File: config.mk
export PLATFORM = sky130hd
export DESIGN_NAME = seg_scan_capture
export DESIGN_NICKNAME = d
export VERILOG_FILES = /design/src/rtl/seg_pkg.sv /design/src/rtl/seg7_decode.sv /design/src/rtl/seg_scan_capture.sv
export SDC_FILE = /design/constraint.sdc
export NUM_CORES = 1
export LEC_CHECK = 0
export BUFFER_PORTS_ARGS = -buffer_cell sky130_fd_sc_hd__buf_2
export CORE_MARGIN = 2
export CORE_UTILIZATION = 45
export DETAILED_ROUTE_END_ITERATION = 10
export PLACE_DENSITY = 0.71
export SLEW_MARGIN = 10
export SYNTH_ARGS = -nofsm -noshare
export SYNTH_HDL_FRONTEND = slang
export SYNTH_HIERARCHICAL = 1
export SYNTH_SLANG_ARGS = --single-unit
File: constraint.sdc
create_clock -name clk -period 3.18 [get_ports clk]
set_clock_uncertainty 0.2 [all_clocks]
set_input_delay 0.954 -clock clk [delete_from_list [all_inputs] [get_ports clk]]
set_output_delay 0.954 -clock clk [all_outputs]
set_load 0.02 [all_outputs]
File: src/rtl/seg_pkg.sv
// Shared glyph table, FSM states and anode helpers for the seven-segment scan monitor.
// Glyphs are active-low {a,b,c,d,e,f,g}, matching the display driver's encoder.
package seg_pkg;

    localparam logic [6:0] SEG_0     = 7'b0000001;
    localparam logic [6:0] SEG_1     = 7'b1001111;
    localparam logic [6:0] SEG_2     = 7'b0010010;
    localparam logic [6:0] SEG_3     = 7'b0000110;
    localparam logic [6:0] SEG_4     = 7'b1001100;
    localparam logic [6:0] SEG_5     = 7'b0100100;
    localparam logic [6:0] SEG_6     = 7'b0100000;
    localparam logic [6:0] SEG_7     = 7'b0001111;
    localparam logic [6:0] SEG_8     = 7'b0000000;
    localparam logic [6:0] SEG_9     = 7'b0000100;
    localparam logic [6:0] SEG_A     = 7'b0001000;
    localparam logic [6:0] SEG_B     = 7'b1100000;
    localparam logic [6:0] SEG_C     = 7'b0110001;
    localparam logic [6:0] SEG_D     = 7'b1000010;
    localparam logic [6:0] SEG_E     = 7'b0110000;
    localparam logic [6:0] SEG_F     = 7'b0111000;
    localparam logic [6:0] SEG_BLANK = 7'b1111111;

    localparam logic [3:0] AN_IDLE = 4'hF;

    typedef enum logic [1:0] {
        WAIT    = 2'd0,
        COLLECT = 2'd1,
        EMIT    = 2'd2
    } state_t;

    // Number of asserted (low) anode lines.
    function automatic logic [2:0] count_low(input logic [3:0] an);
        return {2'b00, ~an[0]} + {2'b00, ~an[1]} + {2'b00, ~an[2]} + {2'b00, ~an[3]};
    endfunction

endpackage

File: src/rtl/seg7_decode.sv
// Combinational inverse of the display driver's hex encoder.
// hit=0 for any pattern that is neither a hex glyph nor the blank glyph.
module seg7_decode
    import seg_pkg::*;
(
    input  logic [6:0] seg,
    output logic [3:0] nib,
    output logic       hit,
    output logic       is_blank
);

    always_comb begin
        nib      = 4'h0;
        hit      = 1'b1;
        is_blank = 1'b0;
        case (seg)
            SEG_0:     nib = 4'h0;
            SEG_1:     nib = 4'h1;
            SEG_2:     nib = 4'h2;
            SEG_3:     nib = 4'h3;
            SEG_4:     nib = 4'h4;
            SEG_5:     nib = 4'h5;
            SEG_6:     nib = 4'h6;
            SEG_7:     nib = 4'h7;
            SEG_8:     nib = 4'h8;
            SEG_9:     nib = 4'h9;
            SEG_A:     nib = 4'hA;
            SEG_B:     nib = 4'hB;
            SEG_C:     nib = 4'hC;
            SEG_D:     nib = 4'hD;
            SEG_E:     nib = 4'hE;
            SEG_F:     nib = 4'hF;
            SEG_BLANK: is_blank = 1'b1;
            default:   hit = 1'b0;
        endcase
    end

endmodule

File: src/rtl/seg_scan_capture.sv
// Samples a multiplexed AN/CX seven-segment bus, captures each digit once stable and
// publishes a 16-bit value per complete four-digit frame; err flags bad anodes/glyphs/timeouts.
module seg_scan_capture
    import seg_pkg::*;
#(
    parameter int STABLE_CYCLES  = 4,
    parameter int TIMEOUT_CYCLES = 1024
) (
    input  logic        clk,
    input  logic        reset,
    input  logic [3:0]  AN,
    input  logic [7:0]  CX,
    output logic [15:0] value,
    output logic [3:0]  dp,
    output logic [3:0]  blank,
    output logic        valid,
    output logic        err
);

    localparam int SW = $clog2(STABLE_CYCLES + 1);
    localparam int TW = $clog2(TIMEOUT_CYCLES + 1);
    localparam logic [SW-1:0] STAB_MAX = SW'(STABLE_CYCLES);
    localparam logic [SW-1:0] STAB_PRE = SW'(STABLE_CYCLES - 1);
    localparam logic [TW-1:0] TMO_MAX  = TW'(TIMEOUT_CYCLES);

    logic [3:0]       s_an_q, s_an_d;
    logic [7:0]       s_cx_q, s_cx_d;
    logic [SW-1:0]    stab_q, stab_d;
    logic [TW-1:0]    tmo_q, tmo_d;
    state_t           state_q, state_d;
    logic [3:0]       flag_q, flag_d;
    logic [3:0][3:0]  slot_nib_q, slot_nib_d;
    logic [3:0]       slot_dp_q, slot_dp_d;
    logic [3:0]       slot_blank_q, slot_blank_d;
    logic [15:0]      value_q, value_d;
    logic [3:0]       dp_q, dp_d;
    logic [3:0]       blank_q, blank_d;
    logic             valid_q, valid_d;
    logic             err_q, err_d;

    logic [3:0]    dec_nib;
    logic          dec_hit;
    logic          dec_blank;
    logic          same;
    logic          reach;
    logic [2:0]    n_low;
    logic          legal;
    logic          illegal;
    logic [1:0]    idx;
    logic          capture;
    logic          bad;
    logic [3:0]    cap_mask;
    logic [TW-1:0] tmo_inc;

    seg7_decode u_dec (
        .seg      (s_cx_q[7:1]),
        .nib      (dec_nib),
        .hit      (dec_hit),
        .is_blank (dec_blank)
    );

    // The incoming sample is compared against the registered one, so the counter
    // tracks how long {s_an,s_cx} has held; stab_q==0 only right after reset.
    always_comb begin
        s_an_d  = AN;
        s_cx_d  = CX;
        same    = (AN == s_an_q) && (CX == s_cx_q);
        stab_d  = SW'(1);
        if (same && stab_q != '0) begin
            stab_d = (stab_q == STAB_MAX) ? STAB_MAX : stab_q + 1'b1;
        end
        reach   = same && (stab_q == STAB_PRE);

        n_low   = count_low(s_an_q);
        legal   = (n_low == 3'd1);
        illegal = (n_low >= 3'd2);
        idx     = 2'd0;
        for (int i = 0; i < 4; i++) begin
            if (!s_an_q[i]) idx = 2'(i);
        end

        capture  = reach && legal && dec_hit;
        bad      = reach && (illegal || (legal && !dec_hit));
        cap_mask = capture ? (4'b0001 << idx) : 4'b0000;
    end

    always_comb begin
        slot_nib_d   = slot_nib_q;
        slot_dp_d    = slot_dp_q;
        slot_blank_d = slot_blank_q;
        if (capture) begin
            slot_nib_d[idx]   = dec_nib;
            slot_dp_d[idx]    = ~s_cx_q[0];
            slot_blank_d[idx] = dec_blank;
        end
    end

    always_comb begin
        state_d = state_q;
        flag_d  = flag_q | cap_mask;
        tmo_d   = tmo_q;
        tmo_inc = (tmo_q == TMO_MAX) ? TMO_MAX : tmo_q + 1'b1;
        value_d = value_q;
        dp_d    = dp_q;
        blank_d = blank_q;
        valid_d = 1'b0;
        err_d   = bad;
        case (state_q)
            WAIT: begin
                if (capture) state_d = COLLECT;
            end
            COLLECT: begin
                if (&flag_q) begin
                    state_d = EMIT;
                end else begin
                    tmo_d = tmo_inc;
                    if (!capture && tmo_inc == TMO_MAX) begin
                        flag_d  = 4'b0000;
                        err_d   = 1'b1;
                        tmo_d   = '0;
                        state_d = WAIT;
                    end
                end
            end
            EMIT: begin
                for (int i = 0; i < 4; i++) begin
                    value_d[4*i +: 4] = slot_nib_q[i];
                end
                dp_d    = slot_dp_q;
                blank_d = slot_blank_q;
                valid_d = 1'b1;
                // A digit captured on the emit edge opens the next frame.
                flag_d  = cap_mask;
                state_d = capture ? COLLECT : WAIT;
            end
            default: state_d = WAIT;
        endcase
        if (capture) tmo_d = '0;
    end

    always_ff @(posedge clk or posedge reset) begin
        if (reset) begin
            s_an_q       <= '0;
            s_cx_q       <= '0;
            stab_q       <= '0;
            tmo_q        <= '0;
            state_q      <= WAIT;
            flag_q       <= '0;
            slot_nib_q   <= '0;
            slot_dp_q    <= '0;
            slot_blank_q <= '0;
            value_q      <= '0;
            dp_q         <= '0;
            blank_q      <= 4'hF;
            valid_q      <= 1'b0;
            err_q        <= 1'b0;
        end else begin
            s_an_q       <= s_an_d;
            s_cx_q       <= s_cx_d;
            stab_q       <= stab_d;
            tmo_q        <= tmo_d;
            state_q      <= state_d;
            flag_q       <= flag_d;
            slot_nib_q   <= slot_nib_d;
            slot_dp_q    <= slot_dp_d;
            slot_blank_q <= slot_blank_d;
            value_q      <= value_d;
            dp_q         <= dp_d;
            blank_q      <= blank_d;
            valid_q      <= valid_d;
            err_q        <= err_d;
        end
    end

    assign value = value_q;
    assign dp    = dp_q;
    assign blank = blank_q;
    assign valid = valid_q;
    assign err   = err_q;

endmodule
==> impl_metrics.toml <==
[synth]
synth_ff_type = "dfrtp_1"
synth.distinct_cells = 58
ys_seq_area_share_pct = 49.92
synthesis.nets = 380
synth_area_mm2 = 0.004120
synthCells = 353
synthArstFlopShare_pct = 100.0
ys_ff_latch = 82
synth_area_per_cell_um2 = 11.67
yosys_warnings = 6
synth_edf_count = 0

[detailed_routing]
wire_per_inst_um = 16.43
routed_wl_mm = 8.840
met3_wirelength_um = 318
met2_wirelength_mm = 4.383
detail-route-antenna-nets = 0
top_layer_used = "met4"
wl_met1_mm = 3.957
avgViaCountPerCell = 5.413
dr.pass1.iters = 4
vias = 2912
drtIter0Drc = 149
route.detailed.drc = 0

[outcome]
outcome = "finished, violations left"
violations = "negative setup slack"

[critical_path]
cp.arrival_ns = 3.24
cp_data_required_time_ns = 3.24
critPathKind = "register to register"
r2r_setup_slack_ns = -0.002
worst_setup_path_start_kind = "register"
cp-end-kind = "register"
crit_fanout = 8

[timing]
slew_violations = 0
hold_ws_ns = 0.3073
rsz0062_at_grt = "yes"
relSlewSlack_pct = 50.47
setup_viol = 1
finalCriticalPeriod_ns = 3.182
fmax_ghz = 0.3143
layout_setup_ws_ns = -0.001771
hold_viol = 0
worst_pin_slew_ns = 0.7413
tns_ns = -0.001771
layout_worst_path_cycle_share_pct = 100.1

[placement]
dpl.hpwl_mm = 6.084
dp_slack_ns = -0.3978
dpl_cell_area_mm2 = 0.004666
numPortBuffers = 39
routabilityCongestion = 0.7898

[floorplan]
die_x_um = 99.69
die_h_um = 99.69
core_mm2 = 0.008806
rows = 34
io_pins = 40
die_area_mm2 = 0.009937
initial_core_util_pct = 46.79

[pwr]
p_leak_nw = 2.391
power_mw = 1.960
cellPowerDensity_mw_per_mm2 = 389.7
ir_worst_vdd_mv = 0.2549

[clocking]
cts_tree = "yes"
cts_root_buf = "clkbuf_8"
cts_buffer_depth = 2
clkLatencyLatePin_ns = 0.37
postCtsHoldBufs = 0
cts_max_level = 3
clock_sinks = 82
clk_pin_slew_ns = 0.09
numCtsBuffers = 9

[grt]
grt_first_pass_wirelength_mm = 15.42
track_usage_pct = 19.61
grt_max_degree = 34
gr-total-overflow = 0
grt_pass1_vias = 3155
grt_antenna_before_repair = 0

[finish]
layout.cells.most_common = "dfrtp_1"
syn_to_final_growth_pct = 22.08
layout.nets = 452
final_cell_mix = "dfrtp_1 (76), buf_2 (39), mux2_2 (30)"
fin_area_mm2 = 0.005030
antenna_cells = 0
drive_above_1_share_pct = 39.53

[run]
cap_violations = 0

[min_path]
worstHoldPathType = "register to register"
==> final cells by class <==
cell class              count  area, µm²
clock inverters             7      66.31
fillers                   723       3776
well taps                 108      135.1
flip-flops and latches     82       2059
multi-input cells         229       2012
clock buffers               9      123.9
repair buffers             77      531.8
inverters                  26      101.3
==> cells by family after synthesis <==
family / after synthesis / synth area share (%)
DFF: 82 / 49.92
AOI/OAI and AO/OA: 44 / 8.078
buffers and inverters: 42 / 4.616
and+or+nand+nor: 95 / 14.00
xor gates and xnor gates: 27 / 5.739
muxes: 50 / 13.51
adders and majority gates: 13 / 4.130
==> repair_timing <==
item                                    in CTS  in global routing
pin swaps                                    7                  6
buffers inserted                             1                  1
gates resized for setup                     35                  8
endpoints found under the setup margin      31                 31
==> worst max-delay path, cell delays in order, from the launching register on <==
cell and delay [ns]:
dfrtp_1 0.54, nor4bb_1 0.48, o21a_1 0.19, a211oi_2 0.06
o2111ai_2 0.10, and4b_1 0.24, nand2_1 0.07, or4_4 0.50
nor4_4 0.19, buf_6 0.19, mux2_4 0.31
==> metal layers <==
layer / vias up / track usage (%)
met2: 51 / 32.43
met1: 1457 / 25.64
met5: - / 0
li1: 1388 / -
met4: 0 / 7.376
met3: 16 / 3.795
==> synth_stat cells (5+ instances only) <==
cell / count / area share [%]
nor3_1: 6 / 0.73
nor2_1: 21 / 1.9
mux2i_1: 5 / 1.2
nand3_1: 8 / 0.97
o21ai_0: 5 / 0.61
xor2_1: 11 / 2.3
nand4_1: 7 / 1.1
clkbuf_1: 7 / 0.64
a31oi_1: 5 / 0.76
xnor2_1: 16 / 3.4
ha_1: 12 / 3.6
mux2_2: 45 / 12
dfrtp_1: 78 / 47
inv_1: 26 / 2.4
a21oi_1: 9 / 1.1
nand2_1: 17 / 1.5
==> sequential cells by signal, indices dropped and copies added, names as in the netlist <==
signal        flops
slot_nib_q       16
valid             1
slot_dp_q         4
tmo_q            11
err               1
slot_blank_q      4
blank             4
value            16
s_an_q            4
state_q           2
flag_q            4
stab_q            3
dp                4
s_cx_q            8
==> final timing paths <==
kind / startpoint / end / cells after the start
max reg2reg: s_cx_q[7] / slot_nib_q[4] / 10
min: stab_q[0] / stab_q[0] / 1
min reg2reg: stab_q[0] / stab_q[0] / 1
min in group asynchronous: reset / tmo_q[1] / 2
max in group asynchronous: reset / blank[0] / 3
max: s_cx_q[7] / slot_nib_q[4] / 10
==> report_power, final <==
part           internal [mW]  switching, mW  total [mW]
logic                 0.0666         0.0846       0.151
registers               1.05         0.0110        1.06
clock network          0.305          0.443       0.748
total                   1.42          0.538        1.96
==> through the flow <==
| step | instances | utilization [%] |
|---|---|---|
| floorplan | 353 | - |
| global placement | 521 | 52.98 |
| detailed placement | 521 | 52.98 |
| CTS | 538 | 56.75 |
| global route | 538 | 57.12 |
| finish | 538 | 57.12 |
Note: power is estimated with default switching activity, not from simulation.
